==> src/rtl/mux2to1_arb.sv <==
// Round-robin arbiter for two byte requesters feeding a shared 2:1 mux,
// with a registered output byte delivered over a valid/ready handshake.
module mux2to1_arb #(
   parameter int unsigned DATA_W = 8
) (
   input  logic              clk,
   input  logic              reset,
   input  logic              a_req_i,
   input  logic [DATA_W-1:0] a_data_i,
   output logic              a_gnt_o,
   input  logic              b_req_i,
   input  logic [DATA_W-1:0] b_data_i,
   output logic              b_gnt_o,
   output logic              sel_o,
   output logic [DATA_W-1:0] y_o,
   output logic              y_valid_o,
   input  logic              y_ready_i
);

   typedef enum logic [1:0] {StIdle, StHoldA, StHoldB} state_e;

   state_e              r_state, w_state_nxt;
   logic                r_prio, w_prio_nxt;
   logic [DATA_W-1:0]   r_y, w_y_nxt;
   logic                w_valid;
   logic                w_load_ok;
   logic                w_a_gnt;
   logic                w_b_gnt;

   // Valid and select are decoded from the state so they can never disagree.
   assign w_valid   = (r_state != StIdle);
   assign w_load_ok = !w_valid || y_ready_i;

   assign w_a_gnt = !reset && w_load_ok && a_req_i && (!b_req_i || !r_prio);
   assign w_b_gnt = !reset && w_load_ok && b_req_i && (!a_req_i || r_prio);

   always_comb begin
      w_state_nxt = r_state;
      w_prio_nxt  = r_prio;
      w_y_nxt     = r_y;
      if (w_a_gnt) begin
         w_state_nxt = StHoldA;
         w_y_nxt     = a_data_i;
         w_prio_nxt  = 1'b1;
      end else if (w_b_gnt) begin
         w_state_nxt = StHoldB;
         w_y_nxt     = b_data_i;
         w_prio_nxt  = 1'b0;
      end else if (w_valid && y_ready_i) begin
         w_state_nxt = StIdle;
      end
   end

   always_ff @(posedge clk) begin
      if (reset) begin
         r_state <= StIdle;
         r_prio  <= 1'b0;
         r_y     <= '0;
      end else begin
         r_state <= w_state_nxt;
         r_prio  <= w_prio_nxt;
         r_y     <= w_y_nxt;
      end
   end

   assign a_gnt_o   = w_a_gnt;
   assign b_gnt_o   = w_b_gnt;
   assign y_o       = r_y;
   assign y_valid_o = w_valid;
   assign sel_o     = (r_state == StHoldA);

endmodule

==> config.mk <==
export PLATFORM = sky130hd
export DESIGN_NAME = mux2to1_arb
export DESIGN_NICKNAME = d
export VERILOG_FILES = /design/src/rtl/mux2to1_arb.sv
export SDC_FILE = /design/constraint.sdc
export NUM_CORES = 1
export LEC_CHECK = 0
export ABC_AREA = 0
export BUFFER_PORTS_ARGS = -buffer_cell sky130_fd_sc_hd__buf_2
export CORE_AREA = 2 2 39 41
export CTS_BUF_LIST = sky130_fd_sc_hd__clkbuf_8
export DETAILED_ROUTE_END_ITERATION = 6
export DIE_AREA = 0 0 41 43
export PLACE_DENSITY_LB_ADDON = 0.15
export SYNTH_ARGS = -nofsm -noshare
export SYNTH_HDL_FRONTEND = slang
export SYNTH_SLANG_ARGS = --single-unit
==> constraint.sdc <==
create_clock -name clk -period 2.6 [get_ports clk]
set_input_delay 0.39 -clock clk [delete_from_list [all_inputs] [get_ports clk]]
set_output_delay 0.39 -clock clk [all_outputs]
set_load 0.005 [all_outputs]
### Word-level counts from Yosys, hierarchy flattened

Index checks and enable logic that the tools add are counted.

* shift-type cells: 0
* div/mod/pow operators: 0
* magnitude comparators: 0
* bitwise operators: 0
* mux-type cells: 7
* reduce and logical (&&, ||, !) cells: 19
* equal/unequal tests: 1
* add/subtract/negate cells: 0
* multipliers: 0

Operators with widths (count)
* two-way mux 8 bit: 2
* logical AND 1 bit: 6
* nonzero test 2 bit: 3
* zero test 1 bit: 5
* two-way mux 2 bit: 2
* logical OR 1 bit: 3
* two-way mux 1 bit: 3
* nonzero test 3 bit: 1
* equality test 2 x 1 -> 1 bit, second input constant: 1
* OR reduction 2 bit: 1

* memories kept: 0
* RAM bits: 0
* ROM bits: 0
* register bits after elaboration: 11
* input bits: 21
* output and inout port bits: 12
* bits in latches: 0
* word-level logic and storage cells: 31

### Longest topological paths before layout

Gate-level depths: netlist of run 1.

* depth after elaboration: 8
* gate-level depth with buffers: 4
* gate-level depth less buffers: 3

### Worst setup path before layout of run 1

Ideal clock, no wire load.

* path kind: input-to-output
* from: in a_req_i
* to: out b_gnt_o
* cell stages on the path: 3
* path buffers: 1
* required time: 2.210 ns
* setup slack: 1.229 ns
* arrival time: 0.981 ns
* cells stage by stage: nor2b_1 -> buf_4 -> nor4b_1

* cells in the longest elaborated chain, start to end: 3

Ends and longest elaborated chain
* from (decl): line 8 `input logic a_req_i,`
* zero test 1 bit: line 35 `assign w_b_gnt = !reset && w_load_ok && b_req_i && (!a_req_i || r_prio);`
* logical OR 1 bit: line 35
* logical AND 1 bit: line 35
* to (decl): line 13 `output logic b_gnt_o,`

No other way between the ends.

### Final worst setup path of run 1

* from: reg r_state[0]
* to: out b_gnt_o

* cells in the longest elaborated chain, start to end: 6

Ends and longest elaborated chain
* from (decl): line 22 `state_e r_state, w_state_nxt;`
* from (signal assigned): line 56 `r_state <= StIdle;`
* from (signal assigned): line 60 `r_state <= w_state_nxt;`
* nonzero test 2 bit: line 31 `assign w_valid = (r_state != StIdle);`
* zero test 1 bit: line 32 `assign w_load_ok = !w_valid || y_ready_i;`
* logical OR 1 bit: line 32
* logical AND 1 bit (3 in a row): line 35

No other way between the ends.

==> results of run 1 <==
[where the power goes]
part           switching [uW]  internal [uW]  total, uW
Sequential               9.29            186        196
Combinational            48.0           50.4       98.4
Clock                    61.1            103        164
Total                     118            340        459
[logic make-up (layout without fill, tap and decap cells)]
logic type	count (synthesis)	in the layout	synth area share, %
DFF	11	11	40.0
and+or+nand+nor	9	9	11.1
buffers and inverters	13	46	11.1
AOI/OAI and AO/OA	23	23	37.7
[state kept, by name, summed over array words and instances (netlist names)]
| register | flops |
|---|---|
| y_o | 8 |
| r_prio | 1 |
| r_state | 2 |
[worst reg2reg max path, stage by stage (launching register included)]
cell      delay, ns
dfxtp_1        0.33
o21bai_2       0.46
o21ai_2        0.23
a221oi_1       0.34
[layout by cell type (no fill, tap or decap)]
cell type and n:
nor4b_1 1, buf_2 32, nand3b_1 1, o32ai_1 7, inv_1 9, nand2b_1 3, or2_2 1, inv_2 1
o21ai_2 1, nor2b_1 2, a221oi_2 1, a21bo_1 1, o21bai_2 1, clkbuf_8 3, buf_4 1, dfxtp_1 11
o32ai_2 1, a221oi_1 7, nor3b_1 1, a311oi_1 1, a21oi_1 3
[layer usage]
layer / wire length (um) / global-route usage (%)
met1: 565 / 19.9
met2: 599 / 25.6
met3: 95 / 3.14
met5: 0 / 0
met4: 36 / 12.0
[stage by stage]
stage	util [%]	hold slack, ns	area (um^2)	worst slack [ns]	std cells
floorplan	-	0.454	551	1.23	56
global placement	51.4	0.457	711	1.02	101
detailed placement	51.4	0.464	711	1.00	101
CTS	54.6	0.432	756	0.700	105
global route	54.6	0.448	756	0.577	105
finish	54.6	0.439	756	0.746	105
[worst paths after layout]
path,endpoint,cells past startpoint,slack [ns]
setup / recovery,b_gnt_o,3,0.75
hold / removal,r_prio,2,0.44
setup reg to reg,y_o[5],3,1.14
hold reg to reg,y_o[4],2,0.47
[area by class of cell]
| cell class | count | area (um^2) |
|---|---|---|
| multi-input combinational | 32 | 269 |
| clock buffer | 3 | 41.3 |
| inverter | 9 | 33.8 |
| timing repair buffer | 33 | 168 |
| sequential | 11 | 220 |
| fill | 140 | 628 |
| clock inverter | 1 | 3.75 |
| tap | 16 | 20.0 |
==> results.py, run 1 <==
metrics = {
    "clocking": {
        "numCtsBuffers": 3,
        "cts_tree": "done",
        "cts.sinks": 11,
        "clk_latency_ns": 0.23,
        "cts_resized": 0,
        "postCtsSetupBuffers": 0,
        "htree_levels": 1,
        "hold_buffers": 0,
        "path_clk_slew_ns": 0.05,
        "clockBufferDepth": 2,
        "cts-root-buf": "clkbuf_8",
    },
    "global_routing": {
        "antenna_found_initial": 0,
        "grt_usage_pct": 16.9,
        "gr-total-overflow": 0,
        "grt_start_max_net_pins": 14,
        "grt_pass1_wl_um": 2010,
        "grt_pass1_vias": 496,
    },
    "die": {
        "ios": 33,
        "core-area_um2": 1380,
        "die-area_um2": 1760,
        "num_rows": 14,
        "start_util_pct": 39.8,
        "die_width_um": 41,
        "die_h_um": 43,
    },
    "power": {
        "leakage_uw": 0.000354,
        "p_total_uw": 459,
        "ir_worst_vdd_mv": 0.290,
        "p_per_area_nw_per_um2": 607,
    },
    "synthesis": {
        "synth_commonest_cells": "11 x dfxtp_1, 8 x inv_1, 7 x a221oi_1, 7 x o32ai_1",
        "synthTopCellsByArea": "dfxtp_1 40%, a221oi_1 11%, o32ai_1 11%",
        "synthArstFlopShare_pct": 0,
        "synth_top_area_share_pct": 40.0,
        "synth_ff_type": "dfxtp_1",
        "syn_nets": 77,
        "ys_warn_count": 0,
        "ys_seq_area_share_pct": 40.0,
        "syn_area_per_cell_um2": 9.83,
        "yosys.area.top_type": "dfxtp_1",
        "yosysMostFrequentCell": "dfxtp_1",
        "ys_seq_elements": 11,
        "synth_cell_types": 22,
        "synth_cells": 56,
        "synth_edf_count": 0,
        "syn_area_um2": 551,
    },
    "timing": {
        "period_share_pct": 71.3,
        "fin_crit_ns": 1.85,
        "hold_viol": 0,
        "rsz0062_at_grt": "no",
        "tightest_slew_ns": 0.527,
        "slew-limit-headroom_pct": 64.9,
        "fin_skew_ns": 0.00415,
        "report.final.setup_viol": 0,
        "slew_violations": 0,
        "max_freq_mhz": 539,
        "setup-tns-final_ns": 0,
    },
    "setup_path": {
        "path_cells": "o21bai_2, nor4b_1, buf_2",
        "arrival_ns": 1.46,
        "crit_path_max_incr_delay_ns": 0.45,
        "critical_path_buf_inv_count": 1,
        "crit_type": "register to output port",
        "end_kind": "output port",
        "critPathLaunchType": "register",
        "crit_fanout": 13,
        "critical_path_required_ns": 2.21,
        "slowest_stage": "o21bai_2",
        "crit_family": "compound AO/OA/AOI/OAI gates",
        "crit_start": "r_state[0]",
        "r2r_start": "r_state[0]",
    },
    "layout": {
        "drive_gt1_share_pct": 47.2,
        "n_antenna_cell": 0,
        "layout.nets": 111,
        "synthToLayoutAreaGrowth_pct": 37.3,
    },
    "route": {
        "wl_per_cell_um": 12.4,
        "via_per_inst": 5.22,
        "wl_um": 1300,
        "drt_iter0_markers": 6,
        "routed-via-count": 548,
        "drcViolationCount": 0,
        "ant_nets": 0,
        "first_pass_iters": 4,
    },
    "hold_path": {
        "hp-class": "input pin to register",
        "hold_start": "b_req_i",
    },
    "place": {
        "portBuffers": 32,
        "gp_congestion": 0.684,
        "dpl.hpwl_um": 956,
    },
    "flow_run": {
        "maxCapViolCount": 0,
    },
    "outcome": {
        "status": "completed",
    },
}
(Power assumes the default switching activity.)
==> run 2, diff against run 1 <==
CORE_AREA = default   (was 2 2 39 41)
CORE_MARGIN = 2   (was default)
CORE_UTILIZATION = 39   (was default)
DIE_AREA = default   (was 0 0 41 43)
clock period = 1.7 ns   (was 2.6 ns; I/O delays follow)
==> results.py, run 2 (synthesis results as in run 1) <==
metrics = {
    "outcome": {
        "status": "completed",
    },
    "route": {
        "first_pass_iters": 4,
        "wl_um": 1390,
        "via_per_inst": 5.41,
        "ant_nets": 0,
        "routed-via-count": 568,
        "wl_per_cell_um": 13.2,
        "drt_iter0_markers": 15,
        "drcViolationCount": 0,
    },
    "clocking": {
        "htree_levels": 1,
        "postCtsSetupBuffers": 0,
        "hold_buffers": 0,
        "numCtsBuffers": 3,
        "path_clk_slew_ns": 0.05,
        "clk_latency_ns": 0.24,
        "clockBufferDepth": 2,
        "cts_resized": 0,
        "cts.sinks": 11,
        "cts_tree": "done",
        "cts-root-buf": "clkbuf_8",
    },
    "setup_path": {
        "critical_path_required_ns": 1.44,
        "crit_path_max_incr_delay_ns": 0.34,
        "crit_type": "register to output port",
        "critPathLaunchType": "register",
        "end_kind": "output port",
        "r2r_slack_ns": 0.40,
        "crit_fanout": 10,
        "slowest_stage": "dfxtp_1",
        "arrival_ns": 1.30,
        "path_cells": "o21bai_4, nor4b_1, buf_2",
    },
    "timing": {
        "setup-tns-final_ns": 0,
        "period_share_pct": 91.3,
        "slew-limit-headroom_pct": 70.5,
        "slew_violations": 0,
        "fin_crit_ns": 1.55,
        "max_freq_mhz": 645,
        "rsz0062_at_grt": "no",
        "hold_viol": 0,
        "report.final.setup_viol": 0,
        "tightest_slew_ns": 0.442,
        "fin_skew_ns": 0.00108,
    },
    "layout": {
        "synthToLayoutAreaGrowth_pct": 42.0,
        "layout_common_cells": "32 x buf_2, 11 x dfxtp_1, 9 x inv_1, 7 x o32ai_1, 7 x a221oi_1",
        "finalCoreUtilization_pct": 59.4,
        "largest_reg_flops": 8,
        "n_antenna_cell": 0,
        "layout.nets": 112,
        "final_area_um2": 782,
        "final_common_cell": "buf_2",
        "final_cells": 105,
        "fillCellCount": 132,
        "drive_gt1_share_pct": 47.8,
    },
    "die": {
        "start_util_pct": 41.8,
        "die-area_um2": 1730,
        "die_width_um": 41.6,
        "num_rows": 13,
        "die_h_um": 41.6,
        "ios": 33,
        "core-area_um2": 1320,
    },
    "global_routing": {
        "grt_pass1_wl_um": 2370,
        "grt_usage_pct": 18.5,
        "grt_pass1_vias": 535,
        "grt_start_max_net_pins": 14,
        "gr-total-overflow": 0,
        "antenna_found_initial": 0,
    },
    "power": {
        "p_switching_uw": 199,
        "ir_worst_vdd_mv": 0.519,
        "p_comb_share_pct": 22.2,
        "switching_share_pct": 27.3,
        "leakage_uw": 0.000363,
        "p_int_uw": 530,
        "p_seq_share_pct": 41.3,
        "pwr-share-clk_pct": 36.5,
        "p_per_area_nw_per_um2": 932,
    },
    "hold_path": {
        "hp-class": "input pin to register",
    },
    "place": {
        "gp_congestion": 0.729,
        "postPlaceCellArea_um2": 729,
        "portBuffers": 32,
        "dpl.hpwl_um": 993,
        "numPlacedInstances": 101,
    },
    "flow_run": {
        "maxCapViolCount": 0,
    },
}
==> run 2: cell types whose count changed in the layout (fill, tap and decap cells not counted) <==
cell	previous run	this run
buf_12	0	1
o21bai_2	1	0
o21bai_4	0	1
==> run 2: worst paths after layout <==
path	startpoint	to	cells after the start
worst max register to register	r_prio	y_o[3]	4
worst max-delay path	r_state[0]	b_gnt_o	3
worst min-delay path	b_req_i	r_prio	2
worst min register to register	y_o[7]	y_o[7]	2
==> run 2: metal layers <==
metal	GRT usage [%]	vias to the layer above	share of wire (%)
met5	0	-	0
met4	11.6	0	3.0
met3	9.13	5	8.3
met2	27.5	21	45
met1	20.9	257	44
li1	-	285	-
==> run 2: critical path, delay by kind of cell, from the launching register on <==
family | cells | cell delay (ns)
DFF | 1 | 0.34
AOI/OAI and AO/OA | 1 | 0.27
and+or+nand+nor | 1 | 0.27
buffers and inverters | 1 | 0.16
==> run 2: layout make-up <==
class | instances | area [um^2] | area share, %
clock buffer | 3 | 41.3 | 5.28
clock inverter | 1 | 3.75 | 0.480
inverter | 9 | 33.8 | 4.32
multi-input combinational | 32 | 277 | 35.4
sequential | 11 | 220 | 28.2
tap | 15 | 18.8 | 2.40
timing repair buffer | 34 | 188 | 24.0
==> run 2: metrics by stage <==
stage                     worst slack [ns]  total power [uW]  hold slack (ns)
after detailed placement             0.282               465            0.456
after CTS                           0.0130               736            0.285
after global routing                0.0205               771            0.301
final                                0.149               729            0.288
after floorplan                      0.511               394            0.334
after global placement               0.277               465            0.454
==> run 2: power by group through the flow <==
stage                     Sequential, uW  Clock (uW)  Combinational (uW)
final                                301         266                 162
after global routing                 305         287                 179
after CTS                            300         275                 161
after detailed placement             305           0                 160
after global placement               305           0                 160
after floorplan                      306           0                87.9
==> run 3, diff against run 2 <==
ABC_AREA = 1   (was 0)
CORE_UTILIZATION = 41   (was 39)
==> results.py, run 3 <==
metrics = {
    "outcome": {
        "status": "completed",
    },
    "hold_path": {
        "min_to": "r_state[1]",
        "hold_depth": 2,
        "hold_start": "reset",
        "hp-class": "input pin to register",
    },
    "route": {
        "routed-via-count": 686,
        "drt_iter0_markers": 8,
        "drcViolationCount": 0,
        "ant_nets": 0,
        "first_pass_iters": 4,
        "wl_um": 1340,
        "wl_per_cell_um": 8.21,
        "via_per_inst": 4.21,
    },
    "synthesis": {
        "synth_cell_types": 13,
        "syn_area_per_cell_um2": 5.73,
        "yosys.area.top_type": "dfxtp_1",
        "synthTopCellsByArea": "dfxtp_1 34%, nand2_1 23%, nor2_1 15%",
        "synth_cells": 112,
        "syn_area_um2": 642,
        "synthArstFlopShare_pct": 0,
        "ys_seq_area_share_pct": 34.3,
        "ys_seq_elements": 11,
        "synth_ff_type": "dfxtp_1",
        "syn_nets": 133,
        "yosysMostFrequentCell": "nand2_1",
        "ys_warn_count": 0,
        "synth_edf_count": 0,
        "synth_commonest_cells": "39 x nand2_1, 26 x nor2_1, 24 x inv_1, 11 x dfxtp_1",
        "synth_top_area_share_pct": 34.3,
    },
    "layout": {
        "synthToLayoutAreaGrowth_pct": 33.9,
        "multi_input_area_um2": 308,
        "drive_gt1_share_pct": 29.3,
        "ff_latch_area_um2": 220,
        "finalCoreUtilization_pct": 57.7,
        "final_common_cell": "nand2_1",
        "n_antenna_cell": 0,
        "fillCellCount": 155,
        "largest_reg_flops": 8,
        "final_cells": 163,
        "layout.nets": 169,
        "layout_common_cells": "39 x nand2_1, 32 x buf_2, 26 x nor2_1, 24 x inv_1, 11 x dfxtp_1",
    },
    "clocking": {
        "cts_resized": 0,
        "path_clk_slew_ns": 0.05,
        "clockBufferDepth": 2,
        "clk_latency_ns": 0.24,
        "postCtsSetupBuffers": 0,
        "numCtsBuffers": 3,
        "hold_buffers": 0,
        "htree_levels": 1,
        "cts.sinks": 11,
        "cts-root-buf": "clkbuf_8",
        "cts_tree": "done",
    },
    "timing": {
        "hold_viol": 0,
        "fin_skew_ns": 0.00369,
        "layout_setup_ws_ns": 0.286,
        "tightest_slew_ns": 0.358,
        "setup-tns-final_ns": 0,
        "rsz0062_at_grt": "no",
        "period_share_pct": 83.2,
        "whs_ns": 0.192,
        "report.final.setup_viol": 0,
        "max_freq_mhz": 707,
        "fin_crit_ns": 1.41,
        "slew-limit-headroom_pct": 76.1,
        "slew_violations": 0,
    },
    "flow_run": {
        "maxCapViolCount": 0,
    },
    "setup_path": {
        "end_kind": "output port",
        "critPathLaunchType": "register",
        "path_cells": "inv_1, nand2_1, nand2_1, nand3_4, inv_1, buf_2",
        "r2r_end": "y_o[1]",
        "crit_type": "register to output port",
        "slowest_stage": "dfxtp_1",
        "crit_fanout": 19,
        "arrival_ns": 1.16,
        "r2r_slack_ns": 0.45,
        "r2r_start": "r_prio",
        "crit_path_max_incr_delay_ns": 0.31,
        "ff2ff_path_depth": 7,
        "critical_path_required_ns": 1.44,
    },
    "die": {
        "core-area_um2": 1490,
        "die-area_um2": 1900,
        "start_util_pct": 43.1,
        "die_h_um": 43.6,
        "die_width_um": 43.6,
        "ios": 33,
        "num_rows": 14,
    },
    "place": {
        "dp_slack_ns": 0.286,
        "dpl.hpwl_um": 1030,
        "portBuffers": 32,
        "gp_congestion": 0.774,
        "numPlacedInstances": 159,
    },
    "power": {
        "p_per_area_nw_per_um2": 845,
        "leakage_uw": 0.000553,
        "ir_worst_vdd_mv": 0.500,
    },
    "global_routing": {
        "grt_pass1_vias": 601,
        "grt_start_max_net_pins": 20,
        "antenna_found_initial": 0,
        "grt_usage_pct": 16.2,
        "gr-total-overflow": 0,
        "grt_pass1_wl_um": 2300,
    },
}
==> run 3: worst max-delay path, delay by kind of cell (launching register included) <==
family / cells / cell delay [ns]
AND/OR/NAND/NOR: 3 / 0.34
buffers and inverters: 3 / 0.26
flip-flops: 1 / 0.31
==> run 3: logic make-up after synthesis <==
| kind of cell | Yosys count | share of synthesized area, % |
|---|---|---|
| compound gates | 6 | 6.43 |
| buf+inv | 28 | 17.7 |
| flops | 11 | 34.3 |
| simple gates | 67 | 41.5 |
==> run 3: routing by layer <==
metal  vias up  track usage, %  part of all wire (%)
met5         -               0                     0
met3         5            4.58                   7.0
met1       271            19.5                    46
met4         0            10.9                   2.7
met2        20            24.7                    44
li1        390               -                     -
==> run 3: worst max path at each step <==
stage,start,end,slack (ns),depth (start not counted)
5_1_grt,r_state[0],a_gnt_o,0.16,6
3_5_place_dp,reset,y_o[1],0.29,7
2_1_floorplan,r_state[0],a_gnt_o,0.61,6
4_1_cts,r_state[0],a_gnt_o,0.27,6
6_report,r_state[0],a_gnt_o,0.29,6
3_3_place_gp,reset,y_o[4],0.33,7
==> run 3: cell type report <==
type | instances | area share (%)
clock inverters | 1 | 0.582
well taps | 16 | 2.33
clock buffers | 3 | 4.80
multi-input cells | 73 | 35.8
flip-flops and latches | 11 | 25.6
inverters | 26 | 11.4
repair buffers | 33 | 19.5
==> run 3: stage by stage <==
stage | total power, uW | area (um^2)
after floorplan | 404 | 642
after global placement | 464 | 813
after detailed placement | 466 | 813
after CTS | 736 | 860
after global routing | 781 | 860
final | 726 | 860
==> run 3: report_power, final <==
part / internal, uW / switching (uW)
clock network: 161 / 105
registers: 283 / 12.9
logic: 72.6 / 91.7
